File: src/rtl/vidgen_pkg.sv
// Shared types and constants for the video test-pattern generator.
// The LFSR constants are only consumed when VIDGEN_LFSR_EN is defined.
package vidgen_pkg;

  typedef enum logic [1:0] {
    PAT_RAMP_H  = 2'd0,
    PAT_RAMP_V  = 2'd1,
    PAT_CHECKER = 2'd2,
    PAT_CONST   = 2'd3
  } pattern_t;

  typedef enum logic [1:0] {
    ST_IDLE   = 2'd0,
    ST_VBLANK = 2'd1,
    ST_ACTIVE = 2'd2,
    ST_HBLANK = 2'd3
  } state_t;

  // Internal position counters are wider than the 10-bit coordinates the patterns use.
  localparam int COORD_W     = 12;
  localparam int PIX_COORD_W = 10;

  localparam logic [15:0] LFSR_SEED = 16'hACE1;
  // Fibonacci taps 16,14,13,11 -> bits 15,13,12,10
  localparam logic [15:0] LFSR_TAPS = 16'hB400;

  function automatic logic [15:0] lfsr_next(input logic [15:0] s);
    return {s[14:0], ^(s & LFSR_TAPS)};
  endfunction

endpackage

File: src/rtl/vidgen_timing.sv
// Raster timing: pixsync divider, x/line counters and the frame FSM.
// All video flags are registered and only change on a pixsync tick.
module vidgen_timing
  import vidgen_pkg::*;
#(
  parameter int H_ACTIVE = 640,
  parameter int H_BLANK  = 160,
  parameter int V_ACTIVE = 480,
  parameter int V_BLANK  = 45,
  parameter int PIX_DIV  = 4
) (
  input  logic                   clk,
  input  logic                   rst,
  input  logic                   i_enable,
  output logic                   o_tick,
  output logic                   o_frame_start,
  output logic                   o_pixsync,
  output logic                   o_hblank,
  output logic                   o_vblank,
  output logic                   o_visible,
  output logic [PIX_COORD_W-1:0] o_x,
  output logic [PIX_COORD_W-1:0] o_y,
  output logic [15:0]            o_frame_count
);

  localparam int H_TOTAL = H_ACTIVE + H_BLANK;
  localparam int DIV_W   = $clog2(PIX_DIV);

  state_t                 r_state;
  logic                   r_flush;
  logic [DIV_W-1:0]       r_div;
  logic [COORD_W-1:0]     r_x;
  logic [COORD_W-1:0]     r_line;
  logic                   r_pixsync;
  logic                   r_hblank;
  logic                   r_vblank;
  logic                   r_visible;
  logic [PIX_COORD_W-1:0] r_xo;
  logic [PIX_COORD_W-1:0] r_yo;
  logic [15:0]            r_fcount;

  logic w_div_wrap;
  logic w_running;
  logic w_tick;
  logic w_line_end;
  logic w_frame_end;

  assign w_div_wrap  = (r_div == DIV_W'(PIX_DIV - 1));
  // r_flush keeps the divider alive for one trailing pixsync after the last frame
  assign w_running   = (r_state != ST_IDLE) || r_flush;
  assign w_tick      = w_running && w_div_wrap;
  assign w_line_end  = (r_x == COORD_W'(H_TOTAL - 1));
  assign w_frame_end = w_tick && (r_state == ST_HBLANK) && w_line_end &&
                       (r_line == COORD_W'(V_ACTIVE - 1));

  assign o_tick        = w_tick;
  assign o_frame_start = ((r_state == ST_IDLE) && !r_flush && i_enable) ||
                         (w_frame_end && i_enable);

  always_ff @(posedge clk or negedge rst) begin
    if (!rst) begin
      r_state   <= ST_IDLE;
      r_flush   <= 1'b0;
      r_div     <= '0;
      r_x       <= '0;
      r_line    <= '0;
      r_pixsync <= 1'b0;
      r_hblank  <= 1'b0;
      r_vblank  <= 1'b1;
      r_visible <= 1'b0;
      r_xo      <= '0;
      r_yo      <= '0;
      r_fcount  <= '0;
    end else begin
      r_pixsync <= w_tick;

      if ((r_state == ST_IDLE) && !r_flush) begin
        r_div <= '0;
        if (i_enable) begin
          // Starting at 1 places the first pixsync PIX_DIV clocks after the start
          r_state <= ST_VBLANK;
          r_div   <= DIV_W'(1);
          r_x     <= '0;
          r_line  <= '0;
        end
      end else begin
        r_div <= w_div_wrap ? '0 : r_div + DIV_W'(1);
      end

      if (w_tick) begin
        r_hblank  <= (r_state != ST_IDLE) && (r_x >= COORD_W'(H_ACTIVE));
        r_vblank  <= (r_state == ST_VBLANK) || (r_state == ST_IDLE);
        r_visible <= (r_state == ST_ACTIVE);
        r_xo      <= r_x[PIX_COORD_W-1:0];
        r_yo      <= r_line[PIX_COORD_W-1:0];

        case (r_state)
          ST_IDLE: r_flush <= 1'b0;
          ST_VBLANK: begin
            if (w_line_end) begin
              r_x <= '0;
              if (r_line == COORD_W'(V_BLANK - 1)) begin
                r_line  <= '0;
                r_state <= ST_ACTIVE;
              end else begin
                r_line <= r_line + COORD_W'(1);
              end
            end else begin
              r_x <= r_x + COORD_W'(1);
            end
          end
          ST_ACTIVE: begin
            if (r_x == COORD_W'(H_ACTIVE - 1)) r_state <= ST_HBLANK;
            r_x <= r_x + COORD_W'(1);
          end
          ST_HBLANK: begin
            if (w_line_end) begin
              r_x <= '0;
              if (r_line == COORD_W'(V_ACTIVE - 1)) begin
                r_line   <= '0;
                r_fcount <= r_fcount + 16'd1;
                if (i_enable) begin
                  r_state <= ST_VBLANK;
                end else begin
                  r_state <= ST_IDLE;
                  r_flush <= 1'b1;
                end
              end else begin
                r_line  <= r_line + COORD_W'(1);
                r_state <= ST_ACTIVE;
              end
            end else begin
              r_x <= r_x + COORD_W'(1);
            end
          end
          default: r_state <= ST_IDLE;
        endcase
      end
    end
  end

  assign o_pixsync     = r_pixsync;
  assign o_hblank      = r_hblank;
  assign o_vblank      = r_vblank;
  assign o_visible     = r_visible;
  assign o_x           = r_xo;
  assign o_y           = r_yo;
  assign o_frame_count = r_fcount;

endmodule

File: src/rtl/vid_pattern_gen.sv
// Video test-pattern source: raster timing plus per-frame pattern datapath.
// Define VIDGEN_LFSR_EN to make mode 3 a per-frame LFSR instead of const_value.
module vid_pattern_gen
  import vidgen_pkg::*;
#(
  parameter int H_ACTIVE = 640,
  parameter int H_BLANK  = 160,
  parameter int V_ACTIVE = 480,
  parameter int V_BLANK  = 45,
  parameter int PIX_DIV  = 4
) (
  input  logic        clk,
  input  logic        rst,
  input  logic        enable,
  input  logic [1:0]  pattern_sel,
  input  logic [15:0] const_value,
  output logic [15:0] vid_pixel,
  output logic        vid_pixsync,
  output logic        vid_hblank,
  output logic        vid_vblank,
  output logic        vid_visible,
  output logic [15:0] frame_count
);

  logic                   w_tick;
  logic                   w_frame_start;
  logic                   w_visible;
  logic [PIX_COORD_W-1:0] w_x;
  logic [PIX_COORD_W-1:0] w_y;
  logic [15:0]            w_mode3;
  logic [15:0]            w_pix;
  pattern_t               r_sel;
  logic [15:0]            r_pixel;

  vidgen_timing #(
    .H_ACTIVE (H_ACTIVE),
    .H_BLANK  (H_BLANK),
    .V_ACTIVE (V_ACTIVE),
    .V_BLANK  (V_BLANK),
    .PIX_DIV  (PIX_DIV)
  ) u_timing (
    .clk           (clk),
    .rst           (rst),
    .i_enable      (enable),
    .o_tick        (w_tick),
    .o_frame_start (w_frame_start),
    .o_pixsync     (vid_pixsync),
    .o_hblank      (vid_hblank),
    .o_vblank      (vid_vblank),
    .o_visible     (w_visible),
    .o_x           (w_x),
    .o_y           (w_y),
    .o_frame_count (frame_count)
  );

  always_ff @(posedge clk or negedge rst) begin
    if (!rst) begin
      r_sel <= PAT_RAMP_H;
    end else if (w_frame_start) begin
      r_sel <= pattern_t'(pattern_sel);
    end
  end

`ifdef VIDGEN_LFSR_EN
  logic [15:0] r_lfsr;

  always_ff @(posedge clk or negedge rst) begin
    if (!rst) begin
      r_lfsr <= LFSR_SEED;
    end else if (w_frame_start) begin
      r_lfsr <= LFSR_SEED;
    end else if (w_tick && w_visible) begin
      r_lfsr <= lfsr_next(r_lfsr);
    end
  end

  assign w_mode3 = r_lfsr;
`else
  logic [15:0] r_const;

  always_ff @(posedge clk or negedge rst) begin
    if (!rst) begin
      r_const <= '0;
    end else if (w_frame_start) begin
      r_const <= const_value;
    end
  end

  assign w_mode3 = r_const;
`endif

  // Pattern for the position currently on the flags; it leaves on the next pixsync
  always_comb begin
    w_pix = '0;
    if (w_visible) begin
      case (r_sel)
        PAT_RAMP_H:  w_pix = {w_x, 6'd0};
        PAT_RAMP_V:  w_pix = {w_y, 6'd0};
        PAT_CHECKER: w_pix = (w_x[5] ^ w_y[5]) ? 16'hFFFF : 16'h0000;
        PAT_CONST:   w_pix = w_mode3;
        default:     w_pix = '0;
      endcase
    end
  end

  always_ff @(posedge clk or negedge rst) begin
    if (!rst) begin
      r_pixel <= '0;
    end else if (w_tick) begin
      r_pixel <= w_pix;
    end
  end

  assign vid_pixel   = r_pixel;
  assign vid_visible = w_visible;

endmodule

File: config.mk
export PLATFORM = sky130hd
export DESIGN_NAME = vid_pattern_gen
export DESIGN_NICKNAME = d
export VERILOG_FILES = /design/src/rtl/vidgen_pkg.sv /design/src/rtl/vidgen_timing.sv /design/src/rtl/vid_pattern_gen.sv
export SDC_FILE = /design/constraint.sdc
export NUM_CORES = 1
export LEC_CHECK = 0
export BUFFER_PORTS_ARGS = -buffer_cell sky130_fd_sc_hd__buf_2
export CAP_MARGIN = 5
export CORE_MARGIN = 2
export CORE_UTILIZATION = 50
export DETAILED_ROUTE_END_ITERATION = 12
export GPL_TIMING_DRIVEN = 0
export PLACE_DENSITY = 0.72
export SLEW_MARGIN = 0
export SYNTH_ARGS = -nofsm -noshare
export SYNTH_HDL_FRONTEND = slang
export SYNTH_SLANG_ARGS = --single-unit
File: constraint.sdc
create_clock -name clk -period 3.44 [get_ports clk]
set_input_delay 0.344 -clock clk [delete_from_list [all_inputs] [get_ports clk]]
set_output_delay 0.344 -clock clk [all_outputs]
set_load 0.05 [all_outputs]
==> run summary, run 1 <==
Final setup violation count: 0
Final instance area: 5760 sq um
Most used routing layer: met2
Post-synth top area cell: dfrtp_1
Vias per cell: 5.45
Worst Clk Skew: 0.0150 ns
Ys async rst share: 100%
Setup WS post-layout: 0.946 ns
Row Count: 36
Final hold vios: 0
P per Cell Area: 366 nW/um^2
Static leakage: 2.83 nW
Hold Path Cell Cnt: 2
Via Count: 3974
Total Wirelength: 11100 microns
Crit path max fanout: 10
Final GP Congestion: 0.849
R2R Path Start: u_timing.r_x[0]$_DFF_PN0_
Starting Density: 51.7%
Reg2Reg Depth: 7
Post-Syn Nets: 549
Syn avg cell area: 9.68 sq um
Unique masters post-synth: 57
Number of global-route vias before repair: 3944
FMAX: 0.401 GHz
Worst hold endpoint: r_const[3]$_DFFE_PN0P_
Grt met1 use: 29.7%
DRT antenna net count: 0
Synth Warn #: 0
I/O pin count: 57
Initial antenna violation count: 0
Hold_sp: const_value[3]
WL/cell: 15.2 microns
Number of diodes: 0
Number of synthesized flops with an enable pin: 0
Required arrival time at the worst endpoint: 3.71 ns
Synth Cell Area: 5050 sq um
Clk buf depth: 2
Capturing point of the worst reg2reg path: r_sel[1]$_DFFE_PN0P_
Final Util: 59.0%
Max VDD drop: 0.164 mV
Hpwl dp: 7910 microns
CTS buffer count: 9
Clk Latency, worst-skew pair: 0.38 ns
Global-route wire length before repair: 18700 microns
Syn-to-layout area delta: 14.1%
Top FF cell, synth: dfrtp_1
Worst-path clk slew: 0.10 ns
Status: finished, final reports clean
NumNets Final: 618
Clock sink total: 103
Layout cells sized above 1: 19.1%
DIE AREA: 10900 sq um
Top cells by area, synth: dfrtp_1 51%, nand2_1 8.5%, o21ai_0 3.9%
Grt ovf: 0
Crit end category: flip-flop
Largest net degree at the start of global routing: 75
Slew @ Worst Pin: 0.648 ns
DP Worst Slack: 0.991 ns
Die Wd: 105 microns
Core ar.: 9770 sq um
CTS tree: yes
Setup CP Type: reg -> reg
Met2 Usage GRT: 33.2%
Placed inst area: 5530 sq um
Hold Crit Class: in -> reg
Yosys top cell area share: 50.5%
Seq/Total Area, Yosys: 51.1%
Critical path startpoint category: flip-flop
Arrival @ worst endpoint: 2.77 ns
Fin crit share: 72.5%
Maxcap violations: 0
Pre-Repair DR Iteration Count: 5
Clk root buf: clkbuf_8
Setup TNS: 0 ns
DRT iter0 DRCs: 206
Die Span Y: 105 microns
Met3 Usage GRT: 2.51%
Gr usage total: 21.2%
Fin. max-slew vios: 0
DRC violations left: 0
Unrepaired setup endpoints after global routing: false
H-tree levels: 3
R2R setup slack: 0.95 ns
PortBufs: 56
Period minus WS final: 2.49 ns
Slew margin rel.: 56.7%
Post-Synthesis Cells: 522
Seq cells post-synth: 103
[per-layer routing]
metal | routed length (microns) | vias up
li1 | - | 1943
met1 | 5370 | 1915
met2 | 5050 | 98
met3 | 352 | 18
met4 | 284 | 0
met5 | 0 | -
[final cells by class]
cell class                      count  area [sq um]
Tap cell                          133           166
Inverter                           20          75.1
Fill cell                         861          4010
Clock inverter                      7           103
Timing Repair Buffer               58           320
Buffer                             32           156
Sequential cell                   103          2580
Multi-Input combinational cell    367          2240
Clock buffer                        9           124
[worst max-delay path by stage]
stage / from / to / slack [ns]
after floorplan: u_timing.r_line[0]$_DFF_PN0_ / r_const[0]$_DFFE_PN0P_ / 1.33
after global placement: rst / u_timing.o_frame_count[4]$_DFFE_PN0P_ / 0.96
after detailed placement: u_timing.r_x[0]$_DFF_PN0_ / r_const[11]$_DFFE_PN0P_ / 0.99
after CTS: u_timing.r_x[0]$_DFF_PN0_ / r_sel[1]$_DFFE_PN0P_ / 0.97
after global routing: u_timing.r_x[0]$_DFF_PN0_ / r_const[11]$_DFFE_PN0P_ / 0.77
final: u_timing.r_x[0]$_DFF_PN0_ / r_sel[1]$_DFFE_PN0P_ / 0.95
[cell usage after synthesis, types with 2 or more instances]
| library cell | count |
|---|---|
| a22oi_1 | 2 |
| or3_4 | 2 |
| o31ai_1 | 11 |
| nand4bb_1 | 2 |
| inv_1 | 19 |
| xnor2_1 | 21 |
| clkbuf_1 | 24 |
| nor4_4 | 2 |
| o211a_1 | 2 |
| nand4_1 | 12 |
| o21ai_0 | 39 |
| nor4_1 | 6 |
| or4_1 | 2 |
| nand2b_1 | 4 |
| a21oi_1 | 24 |
| nand2_1 | 115 |
| nor2_1 | 11 |
| nor3b_1 | 2 |
| and3_1 | 4 |
| a211oi_1 | 9 |
| o211ai_1 | 2 |
| nor3_1 | 8 |
| or2_2 | 4 |
| ha_1 | 6 |
| a21o_1 | 4 |
| a31oi_1 | 6 |
| and2_1 | 3 |
| a41oi_1 | 2 |
| xor2_1 | 3 |
| buf_2 | 4 |
| dfrtp_1 | 102 |
| buf_6 | 2 |
| mux2_4 | 10 |
| mux2_2 | 8 |
| and4_1 | 2 |
| nand3_1 | 21 |
| nor2b_1 | 2 |
[critical path, stage by stage, from the launching register on]
cell and delay, ns:
dfrtp_1 0.44, ha_1 0.26, nand4_1 0.26, nor4_4 0.53, nand4_2 0.19, nand2_4 0.21
buf_12 0.18, mux2_4 0.30
[metrics by stage]
step	hold slack (ns)	total power (W)	std cells
6_report	0.182	0.00211	729
5_1_grt	0.190	0.00217	729
4_1_cts	0.176	0.00213	729
3_5_place_dp	0.303	0.00128	712
3_3_place_gp	0.454	0.00127	711
2_1_floorplan	0.0484	0.00124	522
[layout by cell type, fill, tap and decap left out, drive strengths merged, types with 3 or more instances in the layout]
cell type / n
a31oi: 6
nor4: 9
nor2: 11
nor3: 8
dfrtp: 102
xnor2: 21
nand3: 22
mux2: 18
ha: 6
and3: 5
o21ai: 40
clkbuf: 33
o31ai: 11
nand4: 13
clkinv: 3
a21o: 4
a211oi: 9
xor2: 3
or3: 3
a21oi: 24
or2: 4
and2: 5
inv: 22
nand2b: 4
buf: 65
nand2: 116
[state kept, by name, indices dropped and copies added (netlist names)]
| register | flops |
|---|---|
| u_timing.o_x | 10 |
| u_timing.o_pixsync | 1 |
| u_timing.r_flush | 1 |
| u_timing.o_vblank | 1 |
| u_timing.o_y | 10 |
| u_timing.r_state | 2 |
| u_timing.r_line | 12 |
| u_timing.r_div | 2 |
| vid_pixel | 16 |
| r_const | 16 |
| u_timing.r_x | 12 |
| u_timing.o_frame_count | 16 |
| u_timing.o_hblank | 1 |
| u_timing.o_visible | 1 |
| r_sel | 2 |
[cell families after synthesis]
| kind of cell | after synthesis | share of synthesized area (%) |
|---|---|---|
| adders and majority gates | 6 | 1.49 |
| DFF | 103 | 51.1 |
| buffers and inverters | 52 | 4.58 |
| AOI/OAI and AO/OA | 106 | 12.6 |
| muxes | 19 | 4.95 |
| xor gates and xnor gates | 24 | 4.16 |
| and+or+nand+nor | 212 | 21.2 |
[where the power goes]
part	total [W]	switching [W]	leakage (nW)	internal, W
clock	0.000861	0.000440	0.116	0.000420
combinational	0.0000407	0.0000276	1.45	0.0000131
sequential	0.00121	0.000000559	1.26	0.00121
total	0.00211	0.000469	2.83	0.00164
[repair_timing]
| action | CTS | global route |
|---|---|---|
| hold endpoints to repair | 29 | 0 |
| setup buffers | 0 | 0 |
| endpoints found under the setup margin | 0 | 0 |
| resized for setup | 0 | 0 |
| hold buffers | 1 | 0 |
No activity file was read; power rests on OpenSTA's default activity.
==> run 2, diff against run 1 <==
- ABC_AREA: not set -> 1
- PLACE_DENSITY: 0.72 -> 0.71
- clock period: 3.44 -> 2.42 ns (I/O delays scaled with it)
==> run summary, run 2 <==
Status: finished, final reports clean
Synth Cell Area: 5670 sq um
Core ar.: 10900 sq um
DRC violations left: 0
Via Count: 5238
Final GP Congestion: 0.968
Yosys top cell area share: 45.0%
Number of synthesized flops with an enable pin: 0
Global-route wire length before repair: 24500 microns
H-tree levels: 3
Non-filler instance count after layout: 952
P per Cell Area: 494 nW/um^2
Fin crit share: 83.7%
Gr usage total: 24.5%
Maxcap violations: 0
Static leakage: 3.32 nW
Final Util: 58.9%
Synth Warn #: 0
CTS buffer count: 9
Placed cell count: 935
Most frequent cells in the layout: 203 x nand2_1, 102 x dfrtp_1, 87 x nand3_1
Total Wirelength: 14400 microns
Layout cells sized above 1: 17.2%
Required arrival time at the worst endpoint: 2.63 ns
DIE AREA: 12200 sq um
DRT iter0 DRCs: 493
Crit end category: flip-flop
Post-CTS setup buffers: 0
Ys async rst share: 100%
Top cells by area, synth: dfrtp_1 45%, nand2_1 13%, nand3_1 7.7%
Max VDD drop: 0.402 mV
Initial antenna violation count: 0
Met1 Wirelength: 6600 microns
Most common cell after layout, fill and taps aside: nand2_1
PortBufs: 56
Arrival @ worst endpoint: 2.24 ns
Die Wd: 111 microns
Final instance area: 6440 sq um
Worst-path clk slew: 0.07 ns
Metal2 WL: 6800 microns
Final hold vios: 0
Setup TNS: 0 ns
Setup CP Type: reg -> reg
Hold Crit Class: in -> reg
Most common cell in the netlist: nand2_1
Syn avg cell area: 7.69 sq um
Met3 WL: 765 microns
Largest net degree at the start of global routing: 63
Number of global-route vias before repair: 4976
Pre-Repair DR Iteration Count: 8
Die Span Y: 111 microns
Syn-to-layout area delta: 13.6%
CTS tree: yes
Power, Total: 0.00318 W
Hpwl dp: 10500 microns
Final setup violation count: 0
Clk root buf: clkbuf_16
Grt ovf: 0
Clock sink total: 103
Clk buf depth: 2
I/O pin count: 57
Fin. max-slew vios: 0
Starting Density: 51.9%
DRT antenna net count: 0
Number of diodes: 0
Slew @ Worst Pin: 0.798 ns
Commonest cells in the netlist: 203 x nand2_1, 102 x dfrtp_1, 87 x nand3_1
Post-Syn Nets: 765
Slew margin rel.: 46.8%
Period minus WS final: 2.02 ns
Placed inst area: 6150 sq um
Vias per cell: 5.50
FMAX: 0.494 GHz
Unique masters post-synth: 36
Seq cells post-synth: 103
Clk Latency, worst-skew pair: 0.36 ns
WL/cell: 15.2 microns
Unrepaired setup endpoints after global routing: false
Worst Clk Skew: 0.0108 ns
Post-synth top area cell: dfrtp_1
NumNets Final: 834
Top Layer Used: met4
Post-Synthesis Cells: 738
Crit path max fanout: 9
Row Count: 38
Top FF cell, synth: dfrtp_1
Seq/Total Area, Yosys: 45.4%
Critical path startpoint category: flip-flop
[run 2: critical path, stage by stage, from the launching register on]
cell and delay [ns]:
dfrtp_1 0.42, ha_1 0.24, nand2_2 0.10, nor2_4 0.20
nand2_2 0.09, nor2_4 0.21, nor2_1 0.12, o21ai_2 0.34
o21ai_0 0.15
[run 2: worst paths after layout]
check	slack (ns)	endpoint	startpoint	cells after the start
min in group asynchronous	0.50	u_timing.o_pixsync$_DFF_PN0_	rst	2
worst max register to register	0.40	u_timing.r_x[6]$_DFF_PN0_	u_timing.r_x[0]$_DFF_PN0_	8
max in group asynchronous	1.22	u_timing.o_frame_count[12]$_DFFE_PN0P_	rst	3
worst min register to register	0.47	u_timing.r_div[0]$_DFF_PN0_	u_timing.r_div[0]$_DFF_PN0_	1
worst max-delay path	0.40	u_timing.r_x[6]$_DFF_PN0_	u_timing.r_x[0]$_DFF_PN0_	8
worst min-delay path	0.08	r_const[1]$_DFFE_PN0P_	const_value[1]	3
[run 2: per-stage QoR]
stage | hold WS, ns | worst slack, ns
floorplan | -0.0536 | 0.588
global placement | 0.443 | 0.00325
detailed placement | 0.382 | 0.444
CTS | 0.0700 | 0.407
global route | 0.0791 | 0.186
finish | 0.0810 | 0.395
[run 2: area by class of cell]
cell class / count / area, sq um
fill: 1028 / 4490
sequential: 103 / 2580
clock buffer: 11 / 243
buffer: 28 / 165
tap: 140 / 175
inverter: 69 / 262
multi-input combinational: 538 / 2670
clock inverter: 5 / 38.8
timing repair buffer: 58 / 313
[run 2: logic make-up (layout without fill, tap and decap cells)]
| logic type | count (synthesis) | in the layout | synth area share (%) |
|---|---|---|---|
| multiplexers | 1 | 1 | 0.176 |
| AO/OA/AOI/OAI | 109 | 109 | 10.8 |
| flip-flops | 103 | 103 | 45.4 |
| AND/OR/NAND/NOR | 405 | 405 | 32.1 |
| adder cells (fa/ha/maj) | 6 | 6 | 1.32 |
| buffers and inverters | 97 | 171 | 7.52 |
| XOR/XNOR | 17 | 17 | 2.62 |
[run 2: power by group]
part	internal (W)	total, W	leakage, nW	switching [W]
combinational	0.0000162	0.0000570	1.85	0.0000409
clock	0.000734	0.00141	0.137	0.000672
sequential	0.00172	0.00172	1.34	0
[run 2: what timing repair did]
action / 4_1_cts / 5_1_grt
hold endpoints to repair: 6 / 0
endpoints found under the setup margin: 0 / 0
gates resized for setup: 0 / 0
hold buffers: 1 / 0
[run 2: layer usage]
layer  up-vias  track usage [%]
li1       2552                -
met1      2488             33.2
met2       175             39.8
met3        23             4.50
met4         0             8.25
met5         -                0
